### config.mk
export PLATFORM = sky130hd
export DESIGN_NAME = repeater_hub
export DESIGN_NICKNAME = d
export VERILOG_FILES = /design/src/rtl/repeater_hub_pkg.sv /design/src/rtl/repeater_hub_delay_line.sv /design/src/rtl/repeater_hub.sv
export SDC_FILE = /design/constraint.sdc
export NUM_CORES = 1
export LEC_CHECK = 0
export BUFFER_PORTS_ARGS = -buffer_cell sky130_fd_sc_hd__buf_2
export CAP_MARGIN = 15
export CORE_MARGIN = 2
export CORE_UTILIZATION = 40
export DETAILED_ROUTE_END_ITERATION = 8
export GPL_TIMING_DRIVEN = 0
export PLACE_DENSITY = 0.68
export SYNTH_ARGS = -nofsm -noshare
export SYNTH_HDL_FRONTEND = slang
export SYNTH_SLANG_ARGS = --single-unit
### constraint.sdc
create_clock -name rgmii_rxc_1 -period 2.3 [get_ports rgmii_rxc_1]
set_input_delay 0.46 -clock rgmii_rxc_1 [delete_from_list [all_inputs] [get_ports rgmii_rxc_1]]
set_output_delay 0.46 -clock rgmii_rxc_1 [all_outputs]
set_load 0.01 [all_outputs]
### src/rtl/repeater_hub_pkg.sv
// Shared types and defaults for the single-port RGMII repeater.
package repeater_hub_pkg;

  typedef enum logic [1:0] {
    WAIT_IDLE = 2'd0,
    IDLE      = 2'd1,
    PASS      = 2'd2,
    JABBER    = 2'd3
  } gate_state_e;

  // 1522-byte frame at two nibbles per byte
  localparam int unsigned MAX_NIBBLES_DEF = 3044;

endpackage

### src/rtl/repeater_hub_delay_line.sv
// Fixed-depth shift register carrying {ctl, rxd} from the gate to the tx pins.
module hub_delay_line #(
  parameter int DEPTH = 2,
  parameter int W     = 5
) (
  input  logic         clk_i,
  input  logic         rst_n_i,
  input  logic [W-1:0] d_i,
  output logic [W-1:0] q_o
);

  logic [W-1:0] stage_q [DEPTH];

  always_ff @(posedge clk_i or negedge rst_n_i) begin
    if (!rst_n_i) begin
      for (int i = 0; i < DEPTH; i++) stage_q[i] <= '0;
    end else begin
      stage_q[0] <= d_i;
      for (int i = 1; i < DEPTH; i++) stage_q[i] <= stage_q[i-1];
    end
  end

  assign q_o = stage_q[DEPTH-1];

endmodule

### src/rtl/repeater_hub.sv
// Single-port RGMII repeater: input register, frame gate with jabber cut-off,
// fixed-latency delay line and saturating frame/jabber counters.
//
// state     | meaning
// WAIT_IDLE | after reset; blocked until a real idle sample is seen
// IDLE      | between frames; rx_ctl high starts a frame
// PASS      | forwarding nibbles and counting frame length
// JABBER    | frame overran MAX_NIBBLES; blocked until rx_ctl drops
module repeater_hub
  import repeater_hub_pkg::*;
#(
  parameter int          LATENCY     = 2,
  parameter int unsigned MAX_NIBBLES = MAX_NIBBLES_DEF,
  parameter int          CNT_W       = 16
) (
  input  logic             rgmii_rxc_1,
  input  logic             rst_n,
  input  logic [3:0]       rgmii_rxd_1,
  input  logic             rgmii_rx_ctl_1,
  output logic [3:0]       rgmii_txd_1,
  output logic             rgmii_txc_1,
  output logic             rgmii_tx_ctl_1,
  output logic [CNT_W-1:0] frame_count,
  output logic [CNT_W-1:0] jabber_count
);

  localparam int NIB_W = $clog2(MAX_NIBBLES + 1);

  logic             rx_ctl_q;
  logic [3:0]       rxd_q;
  logic             smp_vld_q;
  gate_state_e      state_q, state_d;
  logic [NIB_W-1:0] nib_cnt_q, nib_cnt_d;
  logic [CNT_W-1:0] frame_cnt_q, frame_cnt_d;
  logic [CNT_W-1:0] jabber_cnt_q, jabber_cnt_d;
  logic             fwd;
  logic [4:0]       gated;
  logic [4:0]       dly_out;

  // smp_vld_q keeps the cleared input register from passing for a real idle sample
  always_ff @(posedge rgmii_rxc_1 or negedge rst_n) begin
    if (!rst_n) begin
      rx_ctl_q     <= 1'b0;
      rxd_q        <= 4'h0;
      smp_vld_q    <= 1'b0;
      state_q      <= WAIT_IDLE;
      nib_cnt_q    <= '0;
      frame_cnt_q  <= '0;
      jabber_cnt_q <= '0;
    end else begin
      rx_ctl_q     <= rgmii_rx_ctl_1;
      rxd_q        <= rgmii_rxd_1;
      smp_vld_q    <= 1'b1;
      state_q      <= state_d;
      nib_cnt_q    <= nib_cnt_d;
      frame_cnt_q  <= frame_cnt_d;
      jabber_cnt_q <= jabber_cnt_d;
    end
  end

  always_comb begin
    state_d      = state_q;
    nib_cnt_d    = nib_cnt_q;
    frame_cnt_d  = frame_cnt_q;
    jabber_cnt_d = jabber_cnt_q;
    fwd          = 1'b0;
    case (state_q)
      WAIT_IDLE: begin
        if (smp_vld_q && !rx_ctl_q) state_d = IDLE;
      end
      IDLE: begin
        if (rx_ctl_q) begin
          state_d   = PASS;
          nib_cnt_d = NIB_W'(1);
          fwd       = 1'b1;
        end
      end
      PASS: begin
        if (!rx_ctl_q) begin
          state_d = IDLE;
          if (frame_cnt_q != '1) frame_cnt_d = frame_cnt_q + 1'b1;
        end else if (nib_cnt_q >= NIB_W'(MAX_NIBBLES)) begin
          state_d = JABBER;
          if (jabber_cnt_q != '1) jabber_cnt_d = jabber_cnt_q + 1'b1;
        end else begin
          fwd       = 1'b1;
          nib_cnt_d = nib_cnt_q + 1'b1;
        end
      end
      JABBER: begin
        if (!rx_ctl_q) state_d = IDLE;
      end
      default: state_d = WAIT_IDLE;
    endcase
  end

  assign gated = {fwd, fwd ? rxd_q : 4'h0};

  hub_delay_line #(
    .DEPTH (LATENCY),
    .W     (5)
  ) u_dly (
    .clk_i   (rgmii_rxc_1),
    .rst_n_i (rst_n),
    .d_i     (gated),
    .q_o     (dly_out)
  );

  assign rgmii_tx_ctl_1 = dly_out[4];
  assign rgmii_txd_1    = dly_out[3:0];
  assign rgmii_txc_1    = rgmii_rxc_1;
  assign frame_count    = frame_cnt_q;
  assign jabber_count   = jabber_cnt_q;

endmodule

=== Word-level counts from Yosys, hierarchy flattened ===
Cells that the tools add are included.
Widths: inputs -> output; s select.

* $add $sub $neg: 3
* Multiply operators: 0
* Divide/modulo/power cells: 0
* $lt $le $gt $ge: 1
* Eq/ne operators: 11
* Shift-type cells: 0
* Muxes and demuxes: 15
* Bitwise logic cells: 1
* Reduce and logical (&&, ||, !) cells: 8

{| class="wikitable"
|+ Operator list
! cell !! number
|-
| $mux 12 || 3
|-
| $add 16x1->16 const B || 2
|-
| $ne 16x16->1 const B || 2
|-
| $pmux 12 s2 || 1
|-
| $add 12x1->12 const B || 1
|-
| $ge 12x12->1 const B || 1
|-
| $reduce_and 4->1 || 3
|-
| $mux 2 || 5
|-
| $ne 2x2->1 const B || 5
|-
| $pmux 2 s4 || 1
|-
| $eq 2x2->1 const B || 2
|-
| $mux 4 || 1
|-
| $mux 1 || 3
|-
| $ne 3x3->1 const B || 1
|-
| $reduce_and 3->1 || 1
|-
| $eq 2x1->1 const B || 1
|-
| $logic_not 2->1 || 1
|-
| $pmux 1 s2 || 1
|-
| $reduce_bool 2->1 || 1
|-
| $logic_and 1x1->1 || 1
|-
| $logic_not 1->1 || 1
|-
| $not 1->1 || 1
|}

* Register bits after elaboration: 62
* Bits in latches: 0
* RAM bits: 0
* ROM bits: 0
* Output and inout port bits: 38
* Memories kept: 0

=== Longest topological paths before layout ===
* Word-level depth: 5
* Mapped depth: 8
* Gate-level depth less buffers: 7

=== Cells and area by module ===
A second synthesis with hierarchy kept.

* Cell total of the unflattened synthesis: 274
* Area, all modules: 3001.6 µm²

{| class="wikitable"
|+ By module, submodules not included
! module !! instances !! cells each !! area each (µm²) !! sequential area each (µm²)
|-
| repeater_hub || 1 || 259 || 2713.9 || 1301.2
|-
| hub_delay_line || 1 || 15 || 287.8 || 250.2
|}

==> reports/metrics.cfg <==
[final_layout]
regArea_um2=1550
multi_input_area_um2=1220
fin_util=0.509
nFillCells=627
drive_gt1_frac=0.256
areaGrowthSynthToFinish_pct=22.2
antenna_cells=0
nNetsFinal=339
stdcell_count=424

[setup_path]
critPathRequiredTime_ps=1840
critPathKind=clock port to output pin
endpoint_kind=output pin
max_stage_delay_ps=130
path_buf_inv=4
path_delay_family=buffers and inverters
crit_path_start_kind=clock port
r2r_end=nib_cnt_q[10]$_DFFE_PN0P_
crit_top_cell=clkbuf_8
regToRegSetupSlack_ps=250
cp_max_fo=2
slowest_stage=buf_2
critPathArrivalTime_ps=1620
reg2reg_from=state_q[0]$_DFFE_PN0P_
reg2reg_depth=8
cp_cell_sequence=clkbuf_8, clkbuf_8, buf_4, buf_2

[cts]
clk_latency_ps=450
clkTransAtPathRegs_ps=70
cts_tree=built
cts_hold_buf=0
cts_setup_buffers=0

[grt]
grt.total_usage=0.152
antenna_found_initial=0
grt_pass1_vias=2009
grt_pass1_wl_um=9030
grt_max_degree=35
grt.overflow.total=0

[timing]
rsz0062_at_grt=no
setup_violations=0
slew_violations=0
finalCriticalPeriod_ps=2080
slew_headroom=0.561
hold_viol=0
tightestPinTransition_ps=658
min_period_over_period=0.903
fin_worst_skew_ps=14.3
max_freq_mhz=487

[yosys]
yosys_warnings=0
synth.avg_cell_area_um2=10.8
async_reset_ff_frac=1.00
seq_area_frac_synth=0.542
syn-num-nets=280
synth_area_um2=2860
postSynthCellCount=264
synth_seq_cells=62
synth.distinct_cells=42
synth-edff-count=0
synth_flop_cell=dfrtp_1

[pwr]
power_switching_uw=821
clockPowerShare=0.408
power_per_cell_area_nw_per_um2=854
netSwitchingFraction=0.275
cell_internal_pwr_mw=2.17
seq_power_share=0.433
p_comb_frac=0.159
p_leak_nw=1.75
irDropWorstVdd_mv=0.315

[routing]
vias=2070
wirelength_um=5200
wl_met3_um=192
ant_nets=0
drt-wirelength-per-cell_um=12.3
drtIter0Drc=74
wl_met2_um=2420
routedLengthMet1_um=2440
route.top_layer_used=met4
via_per_inst=4.88
drc=0
first_pass_iters=4

[floorplanning]
io-pin-count=45
die_area_um2=7850
design.core.area_um2=6870
floorplan.die.height_um=88.6
dieWidth_um=88.6
num_rows=30
initial_core_util=0.417

[place]
dp_hpwl_um=3600
io_buffers=44
dp_cells=405
globalplace.congestion=0.803

[min_path]
min_path_type=input pin to asynchronous set/reset pin

[run]
cap_violations=0

[outcome]
status=finished clean

[layout by cell type (no fill, tap or decap), types with 2 or more instances in the layout]
master     Yosys  final
buf_4          5      5
nor3_1         3      3
a31oi_1        3      3
nor2_1        19     19
and2_1         7      7
xor2_1        13     13
dfrtp_1       62     62
buf_2          5     49
nand3_1       18     18
and4_1         3      3
or3_1          2      2
nor4_1         3      2
nand2_1       26     26
nand4_1       15     15
clkinv_2       0      2
and3_2         2      2
a21oi_1        4      4
xnor2_1       20     20
nor4_4         1      2
inv_1          9      9
bufinv_16      0      2
o21ai_0        6      5
nor2b_1        3      3
ha_1           9      9
and3_1         5      5
mux2i_1        3      3
clkbuf_8       0     12
[worst register-to-register path, stage by stage (launching register included)]
cell     delay, ps
dfrtp_1        410
inv_1          110
ha_1           170
buf_2          210
nand3_1        180
nor4b_2        440
nand4_1        170
xor2_1         160
nor2_1          50
[final cells by class]
cell class | instances | area share
Clock inverter | 6 | 0.0247
Multi-Input combinational cell | 182 | 0.350
Buffer | 11 | 0.0211
Clock buffer | 14 | 0.0497
Tap cell | 96 | 0.0343
Inverter | 9 | 0.00965
Sequential cell | 62 | 0.443
Timing Repair Buffer | 44 | 0.0672
[metrics by stage]
step | setup TNS (ps) | cell area, um2 | hold slack (ps) | setup WS (ps) | power [mW]
6_report | 0 | 3500 | 37.4 | 224 | 2.99
5_1_grt | 0 | 3500 | 79.2 | 35.0 | 3.18
3_5_place_dp | -23.5 | 3220 | 335 | -23.5 | 1.85
4_1_cts | 0 | 3480 | 52.1 | 27.1 | 3.03
3_3_place_gp | 0 | 3200 | 332 | 29.7 | 1.82
2_1_floorplan | 0 | 2860 | 164 | 372 | 1.66
[cells in the mapped netlist, types with 2 or more instances]
master / number / area share
o21ai_0: 6 / 0.010
ha_1: 9 / 0.039
and4_1: 3 / 0.0092
nand2_1: 26 / 0.034
nor2b_1: 3 / 0.0066
nand3_1: 18 / 0.031
xnor2_1: 20 / 0.061
or3_1: 2 / 0.0044
nor4_1: 3 / 0.0066
and3_2: 2 / 0.0052
nor2_1: 19 / 0.025
buf_2: 5 / 0.0087
dfrtp_1: 62 / 0.54
nor3_1: 3 / 0.0052
inv_1: 9 / 0.012
buf_4: 5 / 0.013
a21oi_1: 4 / 0.0070
nand4_1: 15 / 0.033
and3_1: 5 / 0.011
a31oi_1: 3 / 0.0066
xor2_1: 13 / 0.040
mux2i_1: 3 / 0.010
and2_1: 7 / 0.015
[power by group through the flow]
stage | sequential, mW | combinational, mW | clock (mW)
2_1_floorplan | 1.32 | 0.311 | 0.0358
3_3_place_gp | 1.31 | 0.464 | 0.0496
3_5_place_dp | 1.31 | 0.483 | 0.0496
4_1_cts | 1.30 | 0.486 | 1.25
5_1_grt | 1.31 | 0.553 | 1.31
6_report | 1.30 | 0.476 | 1.22
[kinds of logic after synthesis]
logic type / after synthesis / share of synthesized area
and+or+nand+nor: 112 / 0.208
DFF: 62 / 0.542
xor gates and xnor gates: 33 / 0.101
AOI/OAI and AO/OA: 23 / 0.0564
buffers and inverters: 20 / 0.0376
adders and majority gates: 9 / 0.0393
muxes: 4 / 0.0144
other: 1 / 0.00131
[what timing repair did]
item	CTS	global route
endpoints found under the hold margin	0	0
setup endpoints to repair	2	6
resized for setup	1	3
[sequential cells by signal, indices dropped and copies added (netlist names)]
register       count
frame_count       16
jabber_count      16
nib_cnt_q         12
rx_ctl_q           1
rxd_q              4
smp_vld_q          1
state_q            2
u_dly.q_o          5
u_dly.stage_q      5
[worst max path at each step]
stage / slack [ps] / cells past startpoint / end / start
global placement: 30 / 8 / nib_cnt_q[9]$_DFFE_PN0P_ / state_q[0]$_DFFE_PN0P_
CTS: 30 / 8 / nib_cnt_q[10]$_DFFE_PN0P_ / state_q[0]$_DFFE_PN0P_
floorplan: 370 / 8 / nib_cnt_q[9]$_DFFE_PN0P_ / state_q[0]$_DFFE_PN0P_
detailed placement: -20 / 7 / nib_cnt_q[7]$_DFFE_PN0P_ / state_q[0]$_DFFE_PN0P_
global route: 30 / 8 / frame_count[15]$_DFFE_PN0P_ / state_q[0]$_DFFE_PN0P_
finish: 220 / 4 / rgmii_txc_1 / rgmii_rxc_1
[routing by layer]
metal | global-route usage | vias up
met2 | 0.226 | 46
li1 | - | 1019
met1 | 0.191 | 990
met5 | 0 | -
met4 | 0.0978 | 0
met3 | 0.0476 | 15
(Power assumes the default switching activity.)
